<file path="config.mk">
export PLATFORM = sky130hd
export DESIGN_NAME = uart_cmd_ctrl_flat
export DESIGN_NICKNAME = d
export VERILOG_FILES = /design/src/rtl/uart_cmd_ctrl_pkg.sv /design/src/rtl/uart_cmd_ctrl_if.sv /design/src/rtl/uart_cmd_timeout.sv /design/src/rtl/uart_cmd_ctrl.sv /design/src/flat_wrapper.sv
export SDC_FILE = /design/constraint.sdc
export NUM_CORES = 1
export LEC_CHECK = 0
export CORE_ASPECT_RATIO = 0.75
export CORE_MARGIN = 1
export CORE_UTILIZATION = 55
export CTS_CLUSTER_DIAMETER = 60
export DETAILED_ROUTE_END_ITERATION = 8
export GPL_TIMING_DRIVEN = 0
export PLACE_DENSITY = 0.89
export SETUP_SLACK_MARGIN = 0.1
export SLEW_MARGIN = 40
export SYNTH_ARGS = -nofsm -noshare
export SYNTH_HDL_FRONTEND = slang
export SYNTH_HIERARCHICAL = 1
export SYNTH_SLANG_ARGS = --single-unit
</file>
<file path="constraint.sdc">
create_clock -name clk -period 3 [get_ports clk]
set_input_delay 0.6 -clock clk [delete_from_list [all_inputs] [get_ports clk]]
set_output_delay 0.6 -clock clk [all_outputs]
set_load 0.02 [all_outputs]
</file>
<file path="src/rtl/uart_cmd_ctrl_pkg.sv">
// Shared types and constants for the UART command sequencer.
package uart_cmd_pkg;

  typedef enum logic [3:0] {
    ST_IDLE,
    ST_CMD,
    ST_ADDR_H,
    ST_ADDR_L,
    ST_LEN,
    ST_PAYLOAD,
    ST_CSUM,
    ST_RESP,
    ST_RD_FETCH,
    ST_RD_WAIT,
    ST_RD_SEND
  } cmd_state_t;

  localparam logic [7:0] CMD_WRITE = 8'h01;
  localparam logic [7:0] CMD_READ  = 8'h02;
  localparam logic [7:0] CMD_JOY   = 8'h03;

  localparam logic [7:0] SYNC_DEFAULT = 8'hA5;
  localparam logic [7:0] ACK_DEFAULT  = 8'h5A;
  localparam logic [7:0] NAK_DEFAULT  = 8'hEE;

  // Increment that sticks at 8'hFF instead of wrapping.
  function automatic logic [7:0] sat_inc8(input logic [7:0] v);
    return (v == 8'hFF) ? v : v + 8'd1;
  endfunction

endpackage

</file>
<file path="src/rtl/uart_cmd_ctrl_if.sv">
// Byte-stream (RX/TX) and program-RAM bus bundle for the command sequencer.
interface uart_cmd_ctrl_if;
  logic [7:0]  rx_byte;
  logic        rx_valid;
  logic [7:0]  tx_byte;
  logic        tx_valid;
  logic        tx_ready;
  logic [15:0] mem_addr;
  logic [7:0]  mem_wdata;
  logic        mem_we;
  logic        mem_re;
  logic [7:0]  mem_rdata;

  // Sequencer side: consumes RX and memory read data, drives TX and memory.
  modport master (
    input  rx_byte, rx_valid, tx_ready, mem_rdata,
    output tx_byte, tx_valid, mem_addr, mem_wdata, mem_we, mem_re
  );

  // Environment side: UART receiver/transmitter and the RAM.
  modport slave (
    output rx_byte, rx_valid, tx_ready, mem_rdata,
    input  tx_byte, tx_valid, mem_addr, mem_wdata, mem_we, mem_re
  );
endinterface

</file>
<file path="src/rtl/uart_cmd_timeout.sv">
// Inter-byte idle watchdog: reloadable down-counter that flags expiry.
module uart_cmd_timeout #(
  parameter int CYCLES = 16
) (
  input  logic clk,
  input  logic rst_n,
  input  logic load_i,
  input  logic en_i,
  output logic expired_o
);

  localparam int W = $clog2(CYCLES + 1);
  localparam logic [W-1:0] LOAD_VAL = W'(CYCLES - 1);

  logic [W-1:0] cnt_q;

  // Reload on every byte (or while disabled), otherwise count idle cycles down to zero.
  always_ff @(posedge clk) begin
    if (!rst_n) begin
      cnt_q <= LOAD_VAL;
    end else if (load_i) begin
      cnt_q <= LOAD_VAL;
    end else if (en_i && (cnt_q != '0)) begin
      cnt_q <= cnt_q - 1'b1;
    end
  end

  assign expired_o = en_i && !load_i && (cnt_q == '0);

endmodule

</file>
<file path="src/rtl/uart_cmd_ctrl.sv">
// Host packet parser / sequencer between the UART byte channel, program RAM and joypad.
module uart_cmd_ctrl
  import uart_cmd_pkg::*;
#(
  parameter int         CLK_HZ         = 21477000,
  // ~100 ms of clock cycles, rounded up to a multiple of 1000
  parameter int         TIMEOUT_CYCLES = ((CLK_HZ + 9999) / 10000) * 1000,
  parameter logic [7:0] SYNC_BYTE      = SYNC_DEFAULT,
  parameter logic [7:0] ACK_BYTE       = ACK_DEFAULT,
  parameter logic [7:0] NAK_BYTE       = NAK_DEFAULT
) (
  input  logic             clk,
  input  logic             rst_n,
  uart_cmd_ctrl_if.master  bus,
  output logic [7:0]       joy_state,
  output logic             busy,
  output logic [7:0]       err_count
);

  cmd_state_t  state_q;
  logic [7:0]  cmd_q;
  logic [15:0] addr_q;
  logic [8:0]  cnt_q;
  logic [7:0]  sum_q;
  logic [7:0]  joy_shadow_q;
  logic [7:0]  joy_q;
  logic [7:0]  err_q;
  logic        rd_ok_q;
  logic [7:0]  tx_byte_q;
  logic        tx_valid_q;
  logic [15:0] mem_addr_q;
  logic [7:0]  mem_wdata_q;
  logic        mem_we_q;
  logic        mem_re_q;

  logic [7:0]  sum_d;
  logic        cmd_known;
  logic        rx_phase;
  logic        tmo_expired;

  assign sum_d     = sum_q + bus.rx_byte;
  assign cmd_known = (cmd_q == CMD_WRITE) || (cmd_q == CMD_READ) || (cmd_q == CMD_JOY);
  // Only the packet-receiving states are subject to the inter-byte timeout.
  assign rx_phase  = (state_q == ST_CMD)    || (state_q == ST_ADDR_H)  ||
                     (state_q == ST_ADDR_L) || (state_q == ST_LEN)     ||
                     (state_q == ST_PAYLOAD)|| (state_q == ST_CSUM);

  uart_cmd_timeout #(.CYCLES(TIMEOUT_CYCLES)) u_timeout (
    .clk       (clk),
    .rst_n     (rst_n),
    .load_i    (bus.rx_valid || !rx_phase),
    .en_i      (rx_phase),
    .expired_o (tmo_expired)
  );

  // Main sequencer: packet parse, streamed writes, response and read-back.
  always_ff @(posedge clk) begin
    if (!rst_n) begin
      state_q      <= ST_IDLE;
      cmd_q        <= 8'h00;
      addr_q       <= 16'h0000;
      cnt_q        <= 9'd0;
      sum_q        <= 8'h00;
      joy_shadow_q <= 8'h00;
      joy_q        <= 8'h00;
      err_q        <= 8'h00;
      rd_ok_q      <= 1'b0;
      tx_byte_q    <= 8'h00;
      tx_valid_q   <= 1'b0;
      mem_addr_q   <= 16'h0000;
      mem_wdata_q  <= 8'h00;
      mem_we_q     <= 1'b0;
      mem_re_q     <= 1'b0;
    end else begin
      mem_we_q <= 1'b0;
      mem_re_q <= 1'b0;
      unique case (state_q)
        ST_IDLE: begin
          if (bus.rx_valid && (bus.rx_byte == SYNC_BYTE)) state_q <= ST_CMD;
        end
        ST_CMD: begin
          if (bus.rx_valid) begin
            cmd_q   <= bus.rx_byte;
            sum_q   <= bus.rx_byte;
            state_q <= ST_ADDR_H;
          end
        end
        ST_ADDR_H: begin
          if (bus.rx_valid) begin
            addr_q[15:8] <= bus.rx_byte;
            sum_q        <= sum_d;
            state_q      <= ST_ADDR_L;
          end
        end
        ST_ADDR_L: begin
          if (bus.rx_valid) begin
            addr_q[7:0] <= bus.rx_byte;
            sum_q       <= sum_d;
            state_q     <= ST_LEN;
          end
        end
        ST_LEN: begin
          if (bus.rx_valid) begin
            sum_q <= sum_d;
            // JOY always carries exactly one payload byte regardless of LEN
            cnt_q <= (cmd_q == CMD_JOY) ? 9'd1 : {1'b0, bus.rx_byte} + 9'd1;
            state_q <= ((cmd_q == CMD_WRITE) || (cmd_q == CMD_JOY)) ? ST_PAYLOAD : ST_CSUM;
          end
        end
        ST_PAYLOAD: begin
          if (bus.rx_valid) begin
            sum_q <= sum_d;
            if (cmd_q == CMD_WRITE) begin
              // Written immediately; a later checksum failure does not undo it
              mem_we_q    <= 1'b1;
              mem_addr_q  <= addr_q;
              mem_wdata_q <= bus.rx_byte;
              addr_q      <= addr_q + 16'd1;
            end else begin
              joy_shadow_q <= bus.rx_byte;
            end
            cnt_q <= cnt_q - 9'd1;
            if (cnt_q == 9'd1) state_q <= ST_CSUM;
          end
        end
        ST_CSUM: begin
          if (bus.rx_valid) begin
            tx_valid_q <= 1'b1;
            state_q    <= ST_RESP;
            if ((bus.rx_byte == sum_q) && cmd_known) begin
              tx_byte_q <= ACK_BYTE;
              rd_ok_q   <= (cmd_q == CMD_READ);
              if (cmd_q == CMD_JOY) joy_q <= joy_shadow_q;
            end else begin
              tx_byte_q <= NAK_BYTE;
              rd_ok_q   <= 1'b0;
              err_q     <= sat_inc8(err_q);
            end
          end
        end
        ST_RESP: begin
          if (bus.tx_ready) begin
            tx_valid_q <= 1'b0;
            if (rd_ok_q) begin
              // mem_re is visible during RD_FETCH, data arrives during RD_WAIT
              mem_re_q   <= 1'b1;
              mem_addr_q <= addr_q;
              state_q    <= ST_RD_FETCH;
            end else begin
              state_q <= ST_IDLE;
            end
          end
        end
        ST_RD_FETCH: begin
          state_q <= ST_RD_WAIT;
        end
        ST_RD_WAIT: begin
          tx_byte_q  <= bus.mem_rdata;
          tx_valid_q <= 1'b1;
          state_q    <= ST_RD_SEND;
        end
        ST_RD_SEND: begin
          if (bus.tx_ready) begin
            tx_valid_q <= 1'b0;
            addr_q     <= addr_q + 16'd1;
            cnt_q      <= cnt_q - 9'd1;
            if (cnt_q == 9'd1) begin
              state_q <= ST_IDLE;
            end else begin
              mem_re_q   <= 1'b1;
              mem_addr_q <= addr_q + 16'd1;
              state_q    <= ST_RD_FETCH;
            end
          end
        end
        default: state_q <= ST_IDLE;
      endcase
      // Abandon a stalled packet silently; only the error counter records it
      if (tmo_expired) begin
        state_q <= ST_IDLE;
        err_q   <= sat_inc8(err_q);
      end
    end
  end

  assign bus.tx_byte   = tx_byte_q;
  assign bus.tx_valid  = tx_valid_q;
  assign bus.mem_addr  = mem_addr_q;
  assign bus.mem_wdata = mem_wdata_q;
  assign bus.mem_we    = mem_we_q;
  assign bus.mem_re    = mem_re_q;
  assign joy_state     = joy_q;
  assign err_count     = err_q;
  assign busy          = (state_q != ST_IDLE);

endmodule
</file>
<file path="src/flat_wrapper.sv">
// flat-port wrapper written by rule: the top's interface ports become plain ports
module uart_cmd_ctrl_flat import uart_cmd_pkg::*;
#(
  parameter int         CLK_HZ         = 21477000,
                                                              
  parameter int         TIMEOUT_CYCLES = ((CLK_HZ + 9999) / 10000) * 1000,
  parameter logic [7:0] SYNC_BYTE      = SYNC_DEFAULT,
  parameter logic [7:0] ACK_BYTE       = ACK_DEFAULT,
  parameter logic [7:0] NAK_BYTE       = NAK_DEFAULT
)
  (clk, rst_n, joy_state, busy, err_count, bus_rx_byte, bus_rx_valid, bus_tx_ready, bus_mem_rdata, bus_tx_byte, bus_tx_valid, bus_mem_addr, bus_mem_wdata, bus_mem_we, bus_mem_re);
  uart_cmd_ctrl_if bus_i ();
  input  logic clk;
  input  logic rst_n;
  output logic [7:0] joy_state;
  output logic busy;
  output logic [7:0] err_count;
  input wire logic [$bits(bus_i.rx_byte)-1:0] bus_rx_byte;
  input wire logic [$bits(bus_i.rx_valid)-1:0] bus_rx_valid;
  input wire logic [$bits(bus_i.tx_ready)-1:0] bus_tx_ready;
  input wire logic [$bits(bus_i.mem_rdata)-1:0] bus_mem_rdata;
  output wire logic [$bits(bus_i.tx_byte)-1:0] bus_tx_byte;
  output wire logic [$bits(bus_i.tx_valid)-1:0] bus_tx_valid;
  output wire logic [$bits(bus_i.mem_addr)-1:0] bus_mem_addr;
  output wire logic [$bits(bus_i.mem_wdata)-1:0] bus_mem_wdata;
  output wire logic [$bits(bus_i.mem_we)-1:0] bus_mem_we;
  output wire logic [$bits(bus_i.mem_re)-1:0] bus_mem_re;
  assign bus_i.rx_byte = bus_rx_byte;
  assign bus_i.rx_valid = bus_rx_valid;
  assign bus_i.tx_ready = bus_tx_ready;
  assign bus_i.mem_rdata = bus_mem_rdata;
  assign bus_tx_byte = bus_i.tx_byte;
  assign bus_tx_valid = bus_i.tx_valid;
  assign bus_mem_addr = bus_i.mem_addr;
  assign bus_mem_wdata = bus_i.mem_wdata;
  assign bus_mem_we = bus_i.mem_we;
  assign bus_mem_re = bus_i.mem_re;
  uart_cmd_ctrl #(.CLK_HZ(CLK_HZ), .TIMEOUT_CYCLES(TIMEOUT_CYCLES), .SYNC_BYTE(SYNC_BYTE), .ACK_BYTE(ACK_BYTE), .NAK_BYTE(NAK_BYTE)) u_core (.clk(clk), .rst_n(rst_n), .bus(bus_i), .joy_state(joy_state), .busy(busy), .err_count(err_count));
endmodule
</file>
==> flow_summary_export.csv <==
group,metric,value,unit
logic_synthesis,ys_types,78,
worst_setup_path,crit_required,3.28,ns
routing,viasPerCell,6.289,
logic_synthesis,yosysTopAreaCell,"dfxtp_1",
worst_setup_path,worst_setup_path_end_kind,"flop",
floorplan,die_x,131.9,µm
logic_synthesis,synth_area_leaders,"dfxtp_1, nor2_1, a21oi_1",
logic_synthesis,synthArstFlopShare,0,%
worst_setup_path,timing.critical_path.from,"bus_rx_byte[6]",
power,ir_worst_vdd,0.4191,mV
sta,hold_slack,0.4556,ns
logic_synthesis,synth_nets,890,
sta,finalHoldViolCount,0,
routing,drt_iter0_markers,919,
status,status,"complete, no violations",
cells_and_area,final_cells,1126,
placement,io_buffers,70,
clock_network,numCtsBuffers,17,
run,drv_cap,0,
floorplan,die_area,0.01311,mm²
logic_synthesis,synth-seq-area-share,36.54,%
placement,gp_congestion,0.9542,
worst_setup_path,critPathMaxStageDelay,0.47,ns
global_routing,grt_max_degree,17,
floorplan,ios,72,
global_routing,overflow,0,
worst_setup_path,cp-start-kind,"primary input",
sta,setup_ws,0.1472,ns
clock_network,clk_pin_slew,0.06,ns
clock_network,worstSkewPairLatency,0.42,ns
worst_setup_path,worstPathArrival,3.13,ns
cells_and_area,final_util,70.10,%
logic_synthesis,yosys_warnings,6,
clock_network,cts_max_path_buffers,2,
sta,relSlewSlack,50.96,%
floorplan,fp.dieH,99.41,µm
global_routing,grt_pass1_vias,6513,
worst_setup_path,critPathTopFamily,"simple AND/OR/NAND/NOR gates",
sta,setup_viol,0,
routing,wl,20260,µm
placement,dpl_worst_slack,-0.5701,ns
placement,dp_cells,1090,
cells_and_area,area_delta_synth_final,23.97,%
worst_setup_path,cp_num_buf_inv,2,
routing,first_pass_iters,6,
logic_synthesis,avgSynthCellArea,8.147,µm²
sta,period_share,95.09,%
sta,finalMaxSlewViolations,0,
clock_network,cts_hold_buf,0,
clock_network,h-tree-depth,4,
routing,ant_nets,0,
clock_network,cts_tree,"done",
min_path,hold_class,"reg -> reg",
sta,layout_min_cycle_time,2.853,ns
logic_synthesis,netlist_area,0.006958,mm²
global_routing,grt_pass1_wl,32820,µm
sta,fmax,0.3505,GHz
sta,fin_worst_skew,0.01009,ns
cells_and_area,nets,983,
floorplan,initial_core_util,56.54,%
worst_setup_path,reg2reg_from,"u_core/state_q[1]$_SDFFE_PP0P_",
cells_and_area,fillers,963,
cells_and_area,layout-drive-gt1-share,10.21,%
worst_setup_path,cp_max_fo,8,
floorplan,std_cell_rows,35,
routing,drc,0,
power,power,4.483,mW
clock_network,cts_root_buf,"clkbuf_16",
placement,dp_hpwl,13640,µm
worst_setup_path,cp_slowest_cell,"clkdlybuf4s50_1",
cells_and_area,diodes,0,
power,power.leakage,3.055,nW
sta,rsz0062_at_grt,"no",
worst_setup_path,worstSetupPathType,"in -> reg",
routing,num_vias,7081,
global_routing,grt_antenna_before_repair,0,
routing,post_drt_wl_per_cell,17.99,µm
floorplan,coreArea,0.01231,mm²
logic_synthesis,yosysTopAreaCellShare,36.54,%
power,power.density,519.7,mW/mm²
logic_synthesis,ys_ff_latch,127,
logic_synthesis,synthFlopType,"dfxtp_1",
sta,worst_slew_pin_slew,0.7357,ns
logic_synthesis,synth_edf_count,0,
logic_synthesis,synthCells,854,
min_path,worstHoldStart,"u_core/joy_shadow_q[5]$_SDFFE_PN0P_",
global_routing,grt_use_total,31.45,%
clock_network,cts_sinks,127,
worst_setup_path,crit_chain,"clkdlybuf4s50_1, ha_1, nor4_1, o21ai_1, or4_1, buf_4, nand2_1, xor2_1, nor2_1",
-- final timing paths --
check / to / slack [ns] / depth (start not counted)
hold / removal: u_core/joy_state[5]$_SDFFE_PN0P_ / 0.46 / 2
setup / recovery: u_core/err_count[0]$_SDFFE_PN0P_ / 0.15 / 9
setup reg to reg: u_core/err_count[0]$_SDFFE_PN0P_ / 0.22 / 13
hold reg to reg: u_core/joy_state[5]$_SDFFE_PN0P_ / 0.46 / 2
-- where the power goes --
group          total (mW)  leakage (nW)  internal, mW  switching [mW]
Combinational       0.422          1.71         0.154           0.268
Clock                2.33         0.323          1.55           0.787
Sequential           1.73          1.02          1.71          0.0176
Total                4.48          3.06          3.41            1.07
-- Yosys cell counts, types with 4 or more instances --
master and n:
nor3_1 26, a21oi_1 61, a211oi_1 24, nor2b_1 7
nor2_1 110, a31oi_1 12, mux2i_1 27, nand2_1 71
clkbuf_1 40, nor4_1 10, inv_1 21, or3_1 9
nand3_1 35, or4_1 11, o31ai_1 13, o221a_2 4
and4_1 4, xnor2_1 24, buf_2 7, o22ai_1 4
ha_1 15, nand2b_1 12, and3_1 7, o21ai_0 50
xor2_1 15, a21o_1 9, nand4_1 6, dfxtp_1 127
or2_2 8, o21ai_1 4
-- cell families (layout without fill, tap and decap cells) --
logic type | Yosys count | in the layout | share of synthesized area [%]
AO/OA/AOI/OAI | 219 | 219 | 20.52
adder cells (fa/ha/maj) | 16 | 16 | 2.985
AND/OR/NAND/NOR | 349 | 349 | 26.06
multiplexers | 29 | 29 | 4.208
buffers and inverters | 75 | 181 | 4.783
flip-flops | 127 | 127 | 36.54
XOR/XNOR | 39 | 39 | 4.909
-- state kept, by name, summed over array words and instances (netlist names), 9 cells and up --
signal                  cells
u_core/addr_q              16
u_core/bus.mem_addr        16
u_core/cnt_q                9
u_core/u_timeout/cnt_q     22
-- per-layer routing --
layer | vias to the layer above | part of all wire (%) | global-route usage (%)
met5 | - | 0 | 0
met4 | 0 | 2.4 | 13.60
met3 | 55 | 11 | 9.225
met2 | 443 | 43 | 47.33
met1 | 3294 | 43 | 41.96
li1 | 3289 | - | -
-- cells in the final DEF, fill, tap and decap left out, types with 4 or more instances in the layout --
master and instances:
clkbuf_1 35, or3_1 9, a21oi_1 60, clkbuf_2 5
buf_2 7, buf_4 5, o21ai_0 49, nand2_1 71
a31oi_1 12, o31ai_1 13, xnor2_1 24, nor3_1 24
ha_1 14, o22ai_1 4, o21ai_1 5, xor2_1 15
or4_1 10, a21o_1 9, nor2_1 110, nand4_1 6
nor4_1 9, nand3_1 35, clkdlybuf4s50_1 68, nor4_4 4
clkbuf_16 17, dfxtp_1 127, nand2b_1 12, nor2b_1 7
a211oi_1 24, mux2i_1 27, and4_1 4, and3_1 7
or4_4 4, bufinv_16 5, inv_1 21, or2_2 8
o221a_2 4
-- final cells by class --
cell class	instances	area (µm²)	area share [%]
Timing Repair Buffer	74	732.0	8.486
Tap cell	166	207.7	2.408
Inverter	21	78.83	0.9138
Sequential cell	127	2542	29.47
Clock inverter	12	205.2	2.379
Multi-Input combinational cell	652	4133	47.91
Buffer	54	260.3	3.017
Clock buffer	20	466.7	5.411
-- per-stage QoR --
stage               setup TNS [ns]  instance area (µm²)
finish                           0                 8626
global route                     0                 8626
CTS                              0                 8592
detailed placement          -8.155                 7873
global placement            -8.157                 7866
floorplan                        0                 6958
-- worst min-delay path, delay by kind of cell (launching register included) --
family	cells	cell delay, ns
flip-flops	1	0.32
AND/OR/NAND/NOR	1	0.06
AO/OA/AOI/OAI	1	0.04
-- repair_timing --
item,in CTS,in global routing
setup buffers,3,1
setup endpoints to repair,25,16
pin swaps,2,1
gates resized for setup,5,15
(Power assumes the default switching activity.)
